$ cat config.mk
export PLATFORM = sky130hd
export DESIGN_NAME = root_power_loader
export DESIGN_NICKNAME = d
export VERILOG_FILES = /design/src/rtl/root_power_loader.sv
export SDC_FILE = /design/constraint.sdc
export NUM_CORES = 2
export LEC_CHECK = 0
export ABC_CLOCK_PERIOD_IN_PS = 2100
export CAP_MARGIN = 20
export CORE_AREA = 2 2 656 658
export CTS_CLUSTER_DIAMETER = 120
export DETAILED_ROUTE_END_ITERATION = 6
export DIE_AREA = 0 0 658 660
export GPL_TIMING_DRIVEN = 0
export PLACE_DENSITY = 0.36
export SLEW_MARGIN = 10
export SYNTH_ARGS = -nofsm -noshare
export SYNTH_HDL_FRONTEND = slang
export SYNTH_SLANG_ARGS = --single-unit
$ cat constraint.sdc
create_clock -name clk -period 2.1 [get_ports clk]
set_input_delay 0.21 -clock clk [delete_from_list [all_inputs] [get_ports clk]]
set_output_delay 0.21 -clock clk [all_outputs]
set_load 0.01 [all_outputs]
$ cat src/rtl/root_power_loader.sv
// root_power_loader
// Streams twiddle words into the per-stage-row write ports of either the W or
// the WQ table of an NTT core. Each group of E/2 accepted words becomes one
// row beat. Beats fill N/(E/2) addresses of row 0, then of row 1, and so on
// up to row logE-1.
//
// Ports
//   clk, rst             : clock, synchronous active-high reset
//   start, sel_wq        : begin a load; sel_wq picks the table (0 = W, 1 = WQ)
//   in_data/valid/ready  : word stream. in_last marks the final word.
//                          Handshake: a word transfers on a rising edge where
//                          in_valid and in_ready are both 1. in_ready does not
//                          depend on in_valid. in_data and in_last are only
//                          looked at when a transfer happens.
//   ntt_input_W_*        : W table row write ports (waddr/wdata/wren per row)
//   ntt_input_WQ_*       : WQ table row write ports, same shapes
//   busy, done, err      : status. done is a one-cycle pulse. err is sticky
//                          until the next start.
//   dbg_state            : current FSM state, for observation only
module root_power_loader #(
  parameter int FSIZE = 64,
  parameter int E     = 8,
  parameter int logE  = 3,
  parameter int N     = 64,
  parameter int AW    = $clog2(N/(E/2))
) (
  input  logic                          clk,
  input  logic                          rst,
  input  logic                          start,
  input  logic                          sel_wq,
  input  logic [FSIZE-1:0]              in_data,
  input  logic                          in_valid,
  output logic                          in_ready,
  input  logic                          in_last,
  output logic [logE*AW-1:0]            ntt_input_W_waddr,
  output logic [logE*(E/2)*FSIZE-1:0]   ntt_input_W_wdata,
  output logic [logE*(E/2)-1:0]         ntt_input_W_wren,
  output logic [logE*AW-1:0]            ntt_input_WQ_waddr,
  output logic [logE*(E/2)*FSIZE-1:0]   ntt_input_WQ_wdata,
  output logic [logE*(E/2)-1:0]         ntt_input_WQ_wren,
  output logic                          busy,
  output logic                          done,
  output logic                          err,
  output logic [1:0]                    dbg_state
);

  localparam int L  = E / 2;
  localparam int R  = N / L;
  localparam int RW = L * FSIZE;
  localparam int LW = (L > 1) ? $clog2(L) : 1;
  localparam int SW = (logE > 1) ? $clog2(logE) : 1;

  typedef enum logic [1:0] {
    IDLE = 2'd0,
    LOAD = 2'd1,
    DONE = 2'd2
  } state_t;

  state_t             r_state;
  logic               r_sel;
  logic               r_in_ready;
  logic               r_busy;
  logic               r_done;
  logic               r_err;
  logic [LW-1:0]      r_lane;
  logic [AW-1:0]      r_addr;
  logic [SW-1:0]      r_stage;
  logic [RW-1:0]      r_pack;
  logic [logE*AW-1:0] r_w_waddr;
  logic [logE*AW-1:0] r_wq_waddr;
  logic [logE*RW-1:0] r_w_wdata;
  logic [logE*RW-1:0] r_wq_wdata;
  logic [logE*L-1:0]  r_w_wren;
  logic [logE*L-1:0]  r_wq_wren;

  logic               w_accept;
  logic               w_last_lane;
  logic               w_final;
  logic               w_beat;
  logic               w_end;
  logic               w_bad;
  logic [RW-1:0]      w_pack_next;
  logic [L-1:0]       w_mask;

  // r_in_ready is only ever 1 in LOAD. After the closing word it drops for
  // one wrap-up cycle, and that cycle is the one that shows the final beat.
  assign w_accept    = in_valid & r_in_ready;
  assign w_last_lane = (r_lane == LW'(L-1));
  assign w_final     = w_last_lane && (r_addr == AW'(R-1)) && (r_stage == SW'(logE-1));
  assign w_beat      = w_accept & (w_last_lane | in_last);
  assign w_end       = w_accept & (in_last | w_final);
  // Either in_last arrives early, or the final word arrives without it.
  assign w_bad       = w_accept & (in_last ^ w_final);

  // The beat carries the pack register with the word that is being accepted
  // merged in, so the row is written in the cycle right after that acceptance.
  always_comb begin
    w_pack_next = r_pack;
    w_mask      = '0;
    for (int i = 0; i < L; i++) begin
      if (LW'(i) == r_lane) w_pack_next[i*FSIZE +: FSIZE] = in_data;
      w_mask[i] = (LW'(i) <= r_lane);
    end
  end

  always_ff @(posedge clk) begin
    if (rst) begin
      r_state    <= IDLE;
      r_sel      <= 1'b0;
      r_in_ready <= 1'b0;
      r_busy     <= 1'b0;
      r_done     <= 1'b0;
      r_err      <= 1'b0;
      r_lane     <= '0;
      r_addr     <= '0;
      r_stage    <= '0;
      r_pack     <= '0;
      r_w_waddr  <= '0;
      r_wq_waddr <= '0;
      r_w_wdata  <= '0;
      r_wq_wdata <= '0;
      r_w_wren   <= '0;
      r_wq_wren  <= '0;
    end else begin
      r_w_wren  <= '0;
      r_wq_wren <= '0;
      r_done    <= 1'b0;
      case (r_state)
        IDLE: begin
          if (start) begin
            r_state    <= LOAD;
            r_sel      <= sel_wq;
            r_stage    <= '0;
            r_addr     <= '0;
            r_lane     <= '0;
            r_err      <= 1'b0;
            r_in_ready <= 1'b1;
            r_busy     <= 1'b1;
          end
        end
        LOAD: begin
          if (r_in_ready) begin
            if (w_accept) begin
              r_pack <= w_pack_next;
              if (w_beat) begin
                for (int r = 0; r < logE; r++) begin
                  if (r_stage == SW'(r)) begin
                    if (r_sel) begin
                      r_wq_waddr[r*AW +: AW] <= r_addr;
                      r_wq_wdata[r*RW +: RW] <= w_pack_next;
                      r_wq_wren[r*L +: L]    <= w_mask;
                    end else begin
                      r_w_waddr[r*AW +: AW]  <= r_addr;
                      r_w_wdata[r*RW +: RW]  <= w_pack_next;
                      r_w_wren[r*L +: L]     <= w_mask;
                    end
                  end
                end
              end
              if (w_end) begin
                r_in_ready <= 1'b0;
                r_err      <= r_err | w_bad;
              end else if (w_last_lane) begin
                r_lane <= '0;
                if (r_addr == AW'(R-1)) begin
                  r_addr  <= '0;
                  r_stage <= r_stage + SW'(1);
                end else begin
                  r_addr <= r_addr + AW'(1);
                end
              end else begin
                r_lane <= r_lane + LW'(1);
              end
            end
          end else begin
            // Wrap-up cycle: the last beat is on the ports right now.
            if (r_err) begin
              r_state <= IDLE;
              r_busy  <= 1'b0;
            end else begin
              r_state <= DONE;
              r_done  <= 1'b1;
            end
          end
        end
        DONE: begin
          r_state <= IDLE;
          r_busy  <= 1'b0;
        end
        default: r_state <= IDLE;
      endcase
    end
  end

  assign in_ready           = r_in_ready;
  assign busy               = r_busy;
  assign done               = r_done;
  assign err                = r_err;
  assign dbg_state          = r_state;
  assign ntt_input_W_waddr  = r_w_waddr;
  assign ntt_input_W_wdata  = r_w_wdata;
  assign ntt_input_W_wren   = r_w_wren;
  assign ntt_input_WQ_waddr = r_wq_waddr;
  assign ntt_input_WQ_wdata = r_wq_wdata;
  assign ntt_input_WQ_wren  = r_wq_wren;

endmodule

==> impl_results.md <==
* Outcome: finished, violations left
* Violated checks: negative setup slack
* Post-Syn Nets at 6631
* Wire per inst at 34.2 um
* Initial Util at 0.150
* Synth Area in Compound Gates at 0.215
* Die area at 434000 sq um
* Crit path cell chain: ha_4 -> buf_12 -> o2111ai_4 -> nor2_4 -> buf_12 -> buf_16 -> buf_16 -> buf_6 -> buf_16 -> a211oi_2
* Pre-CTS WS at -2.22 ns
* Largest net degree at the start of global routing at 18
* Post-Synth Adder-Cell Area at 0.00235
* CTS tree: built
* Slowest cell delay on critical path at about 0.36 ns
* Vias in the first global route at roughly 60000
* P_int at roughly 0.063 W
* Port-buffer cells at 1658
* DR vias/cell at 4.27
* Syn avg cell area at 9.77 sq um
* Crit end category: register
* YS warnings at 0
* Design Area, Final at 105000 sq um
* Total GRT Usage at 0.220
* Slew headroom at 0.177
* Lkg Pwr at roughly 33 nW
* Post-route antenna net violation count at 0
* Total core area at about 430000 sq um
* Fill count at 45400
* Skew-Pair Late Insertion Delay at 0.98 ns
* Synth Area in Simple Gates at 0.115
* Net switching power at 0.0219 W
* Synth Instances at about 6500
* Final setup vio count at 2141
* # IOs at 1660
* Final worst slack at -0.198 ns
* Post-Synth XOR/XNOR Area at 0
* Dpl cell area at 90700 sq um
* H-Tree Level Count at 4
* Worst path buffer plus inverter count at 6
* Critical path's most frequent cell: buf_16
* DRC at 0
* Largest family of logic cells by synthesized area: compound AO/OA/AOI/OAI gates
* Synthesized flop and latch total at roughly 1900
* Sw Share at 0.259
* Final Core Density at 0.246
* Num rows at 240
* Final clock skew at roughly 0.065 ns
* R2R Path Start: r_lane[0]
* CP Data Required Time at a little under 3 ns
* Max VDD drop at 0.756 mV
* Slew Viols, Final at 0
* Detailed Route Iter0 Violations at 4145
* DP HPWL at slightly below 400000 um
* Clock tree buffer depth at 4
* Reg clk slew, reported paths at 0.06 ns
* Final Hold Fails at 0
* Non-Filler Instances at 14700
* Setup CP Type: reg2reg
* TritonCTS buffer count at about 230
* Async S/R FF share, synth at 0
* TritonRoute pass-1 iters at 5
* Max FO, Critical Path at 9
* Mux contribution to synthesized area at 0.0404
* First-pass GRT wire length at 633000 um
* Number of max-cap violations at 0
* Arrival @ worst endpoint at about 3.2 ns
* Crit-path leading delay family: buffers and inverters
* Clock Power Share at 0.508
* Setup repair after global routing missed its margin: yes
* Worst Hold Launch: in_data[0]
* Die width at 658 um
* Initial antenna violation count at 82
* Nets at approximately 8900
* Period utilization at 1.09
* FMAX at 435 MHz
* Pwr Total at 0.0845 W
* Top_reg_cell synth: dfxtp_1
* Die Y at roughly 660 um
* PwrDens at 804 nW/um^2
* Layout cells sized above 1 at 0.181
* Critical path startpoint: r_lane[0]
* Clock sink count at roughly 1900
* Sequential share of power at 0.424
* Dpl cells at approximately 14000
* Via count at 62800
* Comb power frac at 0.068
* Hold WC Path Type: in2reg
* Post-Syn Area at 64000 sq um
* Slowest CP cell: dfxtp_4
* Distinct cell type count after synthesis at 40
* Post-synth EDFFs at 0
* Setup crit start kind: register
* Routed wire length at 502000 um
* CTS root buf: clkbuf_16
* Layout area overhead at 64.3%
* Worst slew pin tran at around 1.2 ns
* Seq/Total Area, Yosys at 0.580
* Final GP Congestion at 0.841
* Min Tclk post-route at 2.30 ns
* Aggregate global routing overflow at 0
## worst paths after layout
path,end,slack (ns),cells past startpoint
max,ntt_input_WQ_wdata[85],-0.20,10
min,r_pack[192],0.08,3
max reg2reg,ntt_input_WQ_wdata[85],-0.20,10
min reg2reg,ntt_input_W_waddr[7],0.46,2
## kinds of logic after synthesis
family,count (synthesis)
flops,1855
buf+inv,656
mux,258
compound gates,1843
fa+ha+maj,12
simple gates,1925
## flip-flops by register name (all words and copies together) (netlist names), 2 cells and up
name,count
ntt_input_W_wdata,768
ntt_input_W_waddr,12
ntt_input_WQ_waddr,12
r_addr,4
ntt_input_WQ_wren,12
r_lane,2
r_stage,2
ntt_input_WQ_wdata,768
ntt_input_W_wren,12
r_pack,256
dbg_state,2
## routing by layer
metal  global-route usage  share of wire
met5                    0        0.00019
met4               0.0970          0.054
met3               0.0527          0.063
met2                0.380           0.48
met1                0.258           0.40
## cells in the final DEF (no fill, tap or decap), types with 4 or more instances in the layout
| cell type | count |
|---|---|
| a211oi_1 | 1651 |
| a211oi_2 | 144 |
| a21oi_1 | 33 |
| buf_12 | 109 |
| buf_16 | 42 |
| buf_2 | 207 |
| buf_4 | 168 |
| buf_6 | 168 |
| buf_8 | 47 |
| bufinv_16 | 25 |
| clkbuf_1 | 243 |
| clkbuf_16 | 241 |
| clkbuf_2 | 36 |
| clkbuf_4 | 31 |
| clkbuf_8 | 52 |
| clkdlybuf4s15_2 | 4 |
| clkdlybuf4s50_1 | 1490 |
| clkinv_16 | 4 |
| clkinv_2 | 38 |
| clkinv_4 | 5 |
| clkinvlp_4 | 8 |
| dfxtp_1 | 1846 |
| dfxtp_2 | 7 |
| diode_2 | 36 |
| dlygate4sd2_1 | 102 |
| dlygate4sd3_1 | 20 |
| ha_1 | 8 |
| inv_1 | 8 |
| inv_6 | 8 |
| mux2i_1 | 21 |
| mux2i_2 | 81 |
| mux2i_4 | 156 |
| nand2_1 | 59 |
| nand2_2 | 5 |
| nand2b_1 | 4 |
| nor2_1 | 1821 |
| nor2_4 | 4 |
| or2_2 | 4 |
| or3_1 | 4 |
## metrics by stage
stage / TNS [ns] / hold slack (ns)
2_1_floorplan: 0 / 0.358
3_3_place_gp: -3391.11 / 0.452
3_5_place_dp: -2689.44 / 0.448
4_1_cts: -327.25 / 0.00972
5_1_grt: -373.88 / 0.0229
6_report: -137.56 / 0.0779
## tightest hold or removal path, stage by stage
cell,delay (ns)
buf_2,0.28
mux2i_2,0.29
a211oi_1,0.11
## power groups by stage
stage	sequential, W	combinational [W]	clock (W)
2_1_floorplan	0.0365	0.00162	0
3_3_place_gp	0.0365	0.00482	0
3_5_place_dp	0.0366	0.00536	0
4_1_cts	0.0358	0.00580	0.0438
5_1_grt	0.0358	0.00600	0.0451
6_report	0.0358	0.00576	0.0429
## final cells by class
| type | instances | area [sq um] | share of cell area |
|---|---|---|---|
| diodes | 36 | 90.1 | 0.000857 |
| plain buffers | 645 | 4950 | 0.0471 |
| clock buffers | 331 | 6740 | 0.0641 |
| clock inverters | 93 | 1330 | 0.0126 |
| inverters | 9 | 33.8 | 0.000321 |
| multi-input cells | 4038 | 27000 | 0.256 |
| flip-flops and latches | 1855 | 37200 | 0.353 |
| well taps | 5687 | 7120 | 0.0677 |
| repair buffers | 1992 | 20800 | 0.198 |
## synthesized netlist by cell type, types with 2 or more instances
cell type  count  area (sq um)
dfxtp_1     1855         37100
nor2_1      1824          6850
a211oi_1    1795         13500
buf_2        370          1850
mux2i_1      258          2580
clkbuf_1     242           908
nand2_1       65           244
a21oi_1       35           175
buf_4         21           158
buf_1         13          48.8
ha_1          12           150
inv_1          9          33.8
nand2b_1       4          25.0
nand3_1        4          20.0
or2_2          4          25.0
or3_1          4          25.0
nand4_1        3          18.8
nor3_1         3          15.0
nor3_2         3          30.0
a21o_1         2          15.0
a22oi_1        2          15.0
and3_1         2          12.5
nor4b_1        2          17.5
## repair_timing
item                                    4_1_cts  5_1_grt
cloned                                       14        6
resized for setup                           768      378
hold buffers                                 20        0
pin swaps                                    20       22
hold endpoints to repair                     74        0
endpoints found under the setup margin     3414     3264
buffers inserted                             90       17
Power figures use the tool's default switching activity.
